--- src/rtl/layer_sequencer.sv ---
`default_nettype none
// +----------------------------------------------------------------------------+
// | Module      : layer_sequencer                                              |
// | Description : Start/done, stall-aware control sequencer for one fully-     |
// |               connected layer pass. For each output neuron it clears the   |
// |               accumulator, streams N_IN input/weight address beats, waits  |
// |               ACC_LAT drain cycles, then strobes the result write.         |
// | Options     : LAYER_SEQ_ABORT_EN adds the i_abort input, which returns a   |
// |               running pass to IDLE on the next edge without o_done.        |
// | Revision    : 1.0  initial release                                         |
// +----------------------------------------------------------------------------+
module layer_sequencer #(
  parameter int N_OUT   = 10,
  parameter int N_IN    = 784,
  parameter int ACC_LAT = 2,
  parameter int OUT_AW  = 4,
  parameter int IN_AW   = 10,
  parameter int W_AW    = 13
) (
  input  logic              i_clk,
  input  logic              i_rst_n,
  input  logic              i_start,
  input  logic              i_stall,
`ifdef LAYER_SEQ_ABORT_EN
  input  logic              i_abort,
`endif
  output logic              o_busy,
  output logic              o_done,
  output logic              o_acc_clr,
  output logic              o_acc_en,
  output logic              o_wr_en,
  output logic [IN_AW-1:0]  o_in_addr,
  output logic [W_AW-1:0]   o_w_addr,
  output logic [OUT_AW-1:0] o_out_idx
);

  // Drain counter only needs to hold ACC_LAT-1; keep at least one bit.
  localparam int DRAIN_W = (ACC_LAT > 1) ? $clog2(ACC_LAT) : 1;

  localparam logic [IN_AW-1:0]   IN_LAST    = IN_AW'(N_IN - 1);
  localparam logic [OUT_AW-1:0]  OUT_LAST   = OUT_AW'(N_OUT - 1);
  localparam logic [DRAIN_W-1:0] DRAIN_LOAD = DRAIN_W'((ACC_LAT > 0) ? (ACC_LAT - 1) : 0);
  localparam bit                 HAS_DRAIN  = (ACC_LAT > 0);

  typedef enum logic [2:0] {
    S_IDLE  = 3'd0,
    S_CLEAR = 3'd1,
    S_MAC   = 3'd2,
    S_DRAIN = 3'd3,
    S_WRITE = 3'd4,
    S_DONE  = 3'd5
  } state_e;

  state_e               state_q;
  logic                 busy_q;
  logic                 done_q;
  logic                 acc_clr_q;
  logic [IN_AW-1:0]     in_idx_q;
  logic [W_AW-1:0]      w_addr_q;
  logic [OUT_AW-1:0]    out_idx_q;
  logic [DRAIN_W-1:0]   drain_q;

  // Sequencer: state, registered strobes and the address/index counters.
  // w_addr advances with every accepted beat and once more when moving to the
  // next neuron, so it always equals out_idx*N_IN + in_idx without a multiplier.
  always_ff @(posedge i_clk or negedge i_rst_n) begin
    if (!i_rst_n) begin
      state_q   <= S_IDLE;
      busy_q    <= 1'b0;
      done_q    <= 1'b0;
      acc_clr_q <= 1'b0;
      in_idx_q  <= '0;
      w_addr_q  <= '0;
      out_idx_q <= '0;
      drain_q   <= '0;
    end else begin
      acc_clr_q <= 1'b0;
      done_q    <= 1'b0;
`ifdef LAYER_SEQ_ABORT_EN
      if (i_abort && (state_q != S_IDLE)) begin
        state_q   <= S_IDLE;
        busy_q    <= 1'b0;
        in_idx_q  <= '0;
        w_addr_q  <= '0;
        out_idx_q <= '0;
        drain_q   <= '0;
      end else
`endif
      begin
        case (state_q)
          S_IDLE: begin
            if (i_start) begin
              state_q   <= S_CLEAR;
              busy_q    <= 1'b1;
              acc_clr_q <= 1'b1;
              in_idx_q  <= '0;
              w_addr_q  <= '0;
              out_idx_q <= '0;
            end
          end
          S_CLEAR: begin
            in_idx_q <= '0;
            state_q  <= S_MAC;
          end
          S_MAC: begin
            if (!i_stall) begin
              if (in_idx_q == IN_LAST) begin
                // Last beat: indices stay on their terminal values.
                drain_q <= DRAIN_LOAD;
                state_q <= HAS_DRAIN ? S_DRAIN : S_WRITE;
              end else begin
                in_idx_q <= in_idx_q + 1'b1;
                w_addr_q <= w_addr_q + 1'b1;
              end
            end
          end
          S_DRAIN: begin
            if (drain_q == '0) begin
              state_q <= S_WRITE;
            end else begin
              drain_q <= drain_q - 1'b1;
            end
          end
          S_WRITE: begin
            if (!i_stall) begin
              if (out_idx_q == OUT_LAST) begin
                state_q <= S_DONE;
                done_q  <= 1'b1;
              end else begin
                out_idx_q <= out_idx_q + 1'b1;
                in_idx_q  <= '0;
                w_addr_q  <= w_addr_q + 1'b1;
                acc_clr_q <= 1'b1;
                state_q   <= S_CLEAR;
              end
            end
          end
          S_DONE: begin
            state_q <= S_IDLE;
            busy_q  <= 1'b0;
          end
          default: begin
            state_q <= S_IDLE;
            busy_q  <= 1'b0;
          end
        endcase
      end
    end
  end

  // Beat and write enables follow the stall input directly so a stalled cycle
  // never issues a strobe; the state itself is registered.
  assign o_acc_en  = (state_q == S_MAC)   && !i_stall;
  assign o_wr_en   = (state_q == S_WRITE) && !i_stall;

  assign o_busy    = busy_q;
  assign o_done    = done_q;
  assign o_acc_clr = acc_clr_q;
  assign o_in_addr = in_idx_q;
  assign o_w_addr  = w_addr_q;
  assign o_out_idx = out_idx_q;

endmodule
`default_nettype wire

--- config.mk ---
export PLATFORM = sky130hd
export DESIGN_NAME = layer_sequencer
export DESIGN_NICKNAME = d
export VERILOG_FILES = /design/src/rtl/layer_sequencer.sv
export SDC_FILE = /design/constraint.sdc
export NUM_CORES = 1
export LEC_CHECK = 0
export ABC_AREA = 0
export BUFFER_PORTS_ARGS = -buffer_cell sky130_fd_sc_hd__buf_4
export CORE_MARGIN = 1.5
export CORE_UTILIZATION = 40
export DETAILED_ROUTE_END_ITERATION = 16
export HOLD_SLACK_MARGIN = 0.05
export SYNTH_ARGS = -nofsm -noshare
export SYNTH_HDL_FRONTEND = slang
export SYNTH_SLANG_ARGS = --single-unit
export TNS_END_PERCENT = 20
--- constraint.sdc ---
create_clock -name i_clk -period 2.4 [get_ports i_clk]
set_clock_uncertainty 0.2 [all_clocks]
set_input_delay 0.12 -clock i_clk [delete_from_list [all_inputs] [get_ports i_clk]]
set_output_delay 0.12 -clock i_clk [all_outputs]
set_load 0.05 [all_outputs]
==> reports/metrics.cfg <==
[power_and_ir_drop]
power.share.switching_pct = 48.5
power.sequential.fraction_pct = 31.2
peakVddDrop_mv = 0.432
power.density_mw_per_mm2 = 1050
power_frac_comb_pct = 51.9
power_leakage_nw = 1.10
total_switching_power_w = 0.00128
cellInternalPower_w = 0.00136
power.share.clock_pct = 16.9

[cells_and_area]
finalNonFillerCells = 329
final_layout_size_suffix_gt1_share_pct = 22.5
nets = 269
n_antenna_cell = 0
synthToLayoutAreaGrowth_pct = 21.8
fin_util_pct = 51.7

[grt]
grt_pass1_vias = 1691
largest_net_degree_at_the_start_of_global_routing = 35
grt_first_pass_wirelength_mm = 8.20
antenna_found_initial = 0
grt.overflow.total = 0
groute.usage.overall_pct = 19.1

[sta]
slew_headroom_pct = 64.9
achievable-frequency_ghz = 0.456
rsz0062_at_grt = no
setup_viol = 0
sum_neg_setup_slack_ns = 0
slew_violations = 0
finalCriticalPeriod_ns = 2.19
finalCritPeriodShare_pct = 91.3
report.final.hold_viol_count = 0
slew_of_the_pin_with_the_lowest_slew_margin_ns = 0.527

[place]
placedCellCount = 319
port_buffers = 35
hpwl_mm = 3.32
gp_congestion = 0.791

[floorplan]
die-area_sq_mm = 0.00558
chipWidth_um = 74.7
initial_utilization_pct = 42.5
core_sq_mm = 0.00485
floorplan.io_pins = 36
placement_rows = 25
die_height_um = 74.7

[synthesis]
post_synth_instance_area_sq_mm = 0.00206
post-synth-top-area-cell = sky130_fd_sc_hd__dfrtp_1
synth_warnings = 0
postSynthCellCount = 222
synthFlopType = sky130_fd_sc_hd__dfrtp_1
synthDominantCellAreaShare_pct = 41.3
postSynthAreaPerCell_sq_um = 9.27
synth_enable_flop_cells = 0
synthArstFlopShare_pct = 100
synth_top_cells_by_area = sky130_fd_sc_hd__dfrtp_1, sky130_fd_sc_hd__nand2_1, sky130_fd_sc_hd__o31ai_1, sky130_fd_sc_hd__nand3_1, sky130_fd_sc_hd__o21ai_0
syn_nets = 230
seq_area_frac_synth_pct = 41.3
synthDistinctLibCells = 53
synth-seq-cells = 34

[worst_setup_path]
crit_type = register to register
worstSetupStartpointType = register
timing.critical_path.to_type = register
critical_path_peak_fanout = 10
arrival_ns = 2.21
crit_required_ns = 2.42

[clock_tree]
cts_num_sinks = 34
cts_buffers = 5
cts-htree-levels = 2
clk_pin_slew_ns = 0.08
worstSkewPairLatency_ns = 0.29
cts_tree = yes
cts-resized-gates = 0
clk_path_buf_depth = 2
clock_tree_root_buffer_cell = sky130_fd_sc_hd__clkbuf_8

[min_path]
hold_path.class = input port to register

[route]
drt-wirelength-per-cell_um = 14.7
route.detailed.vias_per_inst = 5.58
drt_first_iter_violations = 70
drc_errors_left = 0
detail_route.first_pass.iterations = 4
wirelength_mm = 4.82
dr_vias = 1837
drtAntennaViolNets = 0

[run_status]
status = finished, final reports clean

[flow_run]
timing.max_cap.violations = 0

==> flip-flops by register name, indices dropped and copies added (netlist names) <==
name / flops
o_out_idx: 4
o_acc_clr: 1
state_q: 3
o_w_addr: 13
o_busy: 1
drain_q: 1
o_in_addr: 10
o_done: 1
==> repair_timing <==
| item | in CTS | in global routing |
|---|---|---|
| setup buffers | 0 | 0 |
| endpoints found under the setup margin | 0 | 0 |
| hold buffers | 2 | 0 |
| hold endpoints to repair | 36 | 0 |
==> area by class of cell <==
| cell class | count | area (sq um) |
|---|---|---|
| Clock inverter | 1 | 5.00 |
| Sequential cell | 34 | 851 |
| Multi-Input combinational cell | 164 | 1100 |
| Clock buffer | 7 | 86.3 |
| Inverter | 13 | 48.8 |
| Timing Repair Buffer | 43 | 328 |
| Tap cell | 67 | 83.8 |
| Fill cell | 463 | 2340 |
==> stage by stage <==
step	hold slack (ns)	setup slack (ns)	instance area (sq um)	total power, W
after CTS	0.0729	0.185	2510	0.00266
after global routing	0.108	0.0248	2510	0.00283
after floorplan	-0.376	0.135	2070	0.00187
final	0.0772	0.209	2510	0.00264
after global placement	-0.0959	0.257	2400	0.00219
after detailed placement	-0.0918	0.197	2400	0.00220
==> cells in the final DEF (no fill, tap or decap), drive strengths merged, types with 4 or more instances in the layout <==
| master | n |
|---|---|
| o22ai | 4 |
| inv | 13 |
| a31oi | 6 |
| a211oi | 7 |
| dfrtp | 34 |
| and3 | 4 |
| o31ai | 10 |
| buf | 41 |
| nand2 | 19 |
| nor2 | 10 |
| nand2b | 8 |
| nand4 | 6 |
| or3 | 4 |
| ha | 4 |
| o211ai | 4 |
| a21oi | 4 |
| nand3 | 13 |
| o21ai | 13 |
| clkbuf | 7 |
| and4 | 5 |
| nor3 | 9 |
==> synth_stat cells (2+ instances only) <==
| cell type | instances |
|---|---|
| sky130_fd_sc_hd__a211oi_1 | 6 |
| sky130_fd_sc_hd__a21oi_1 | 4 |
| sky130_fd_sc_hd__a31oi_1 | 6 |
| sky130_fd_sc_hd__a41oi_1 | 2 |
| sky130_fd_sc_hd__and3_1 | 4 |
| sky130_fd_sc_hd__and3b_1 | 2 |
| sky130_fd_sc_hd__and4_1 | 5 |
| sky130_fd_sc_hd__buf_2 | 5 |
| sky130_fd_sc_hd__buf_4 | 2 |
| sky130_fd_sc_hd__clkbuf_1 | 3 |
| sky130_fd_sc_hd__dfrtp_1 | 34 |
| sky130_fd_sc_hd__ha_1 | 4 |
| sky130_fd_sc_hd__inv_1 | 13 |
| sky130_fd_sc_hd__mux2i_1 | 2 |
| sky130_fd_sc_hd__nand2_1 | 19 |
| sky130_fd_sc_hd__nand2b_1 | 8 |
| sky130_fd_sc_hd__nand3_1 | 12 |
| sky130_fd_sc_hd__nand3b_1 | 2 |
| sky130_fd_sc_hd__nand4_1 | 6 |
| sky130_fd_sc_hd__nor2_1 | 9 |
| sky130_fd_sc_hd__nor2b_1 | 2 |
| sky130_fd_sc_hd__nor3_1 | 9 |
| sky130_fd_sc_hd__nor3b_1 | 2 |
| sky130_fd_sc_hd__o211ai_1 | 4 |
| sky130_fd_sc_hd__o21ai_0 | 11 |
| sky130_fd_sc_hd__o21ai_1 | 2 |
| sky130_fd_sc_hd__o22ai_1 | 4 |
| sky130_fd_sc_hd__o31a_1 | 2 |
| sky130_fd_sc_hd__o31ai_1 | 9 |
| sky130_fd_sc_hd__or3_1 | 4 |
| sky130_fd_sc_hd__or4_1 | 2 |
| sky130_fd_sc_hd__xor2_1 | 2 |
==> path summary, 6_finish.rpt <==
check	startpoint	end	slack, ns	cells past startpoint
setup / recovery	o_in_addr[0]	o_in_addr[1]	0.21	5
hold / removal	i_start	o_busy	0.08	4
setup reg to reg	o_in_addr[0]	o_in_addr[1]	0.21	5
hold reg to reg	o_busy	o_busy	0.35	2
max in group asynchronous	i_rst_n	o_out_idx[0]	1.56	2
min in group asynchronous	i_rst_n	o_in_addr[6]	0.12	2
==> cells by family after synthesis <==
logic type	after synthesis	synth area share, %
simple gates	93	26.4
compound gates	61	21.3
flops	34	41.3
buf+inv	24	5.41
fa+ha+maj	5	2.98
xor+xnor	3	1.64
mux	2	0.973
==> routing by layer <==
layer / vias up / GRT usage [%] / share of wire [%] / wire length [um]
li1: 909 / - / - / -
met1: 881 / 27.2 / 50 / 2420
met2: 41 / 28.7 / 45 / 2180
met3: 6 / 4.28 / 3.5 / 167
met4: 0 / 6.67 / 1.1 / 53
met5: - / 0 / 0 / 0
==> power groups by stage <==
| stage | clock network [W] | registers [W] | logic [W] |
|---|---|---|---|
| CTS | 0.000457 | 0.000824 | 0.00137 |
| finish | 0.000446 | 0.000822 | 0.00137 |
| floorplan | 0 | 0.000985 | 0.000881 |
| global placement | 0 | 0.000830 | 0.00136 |
| detailed placement | 0 | 0.000835 | 0.00137 |
| global route | 0.000485 | 0.000840 | 0.00151 |
==> critical path, cell delays in order, from the launching register on <==
cell                      delay (ns)
sky130_fd_sc_hd__dfrtp_1        0.44
sky130_fd_sc_hd__ha_1           0.27
sky130_fd_sc_hd__and3_1         0.21
sky130_fd_sc_hd__a41oi_2        0.30
sky130_fd_sc_hd__o31a_1         0.47
sky130_fd_sc_hd__mux2i_1        0.23
(Power assumes the default switching activity.)
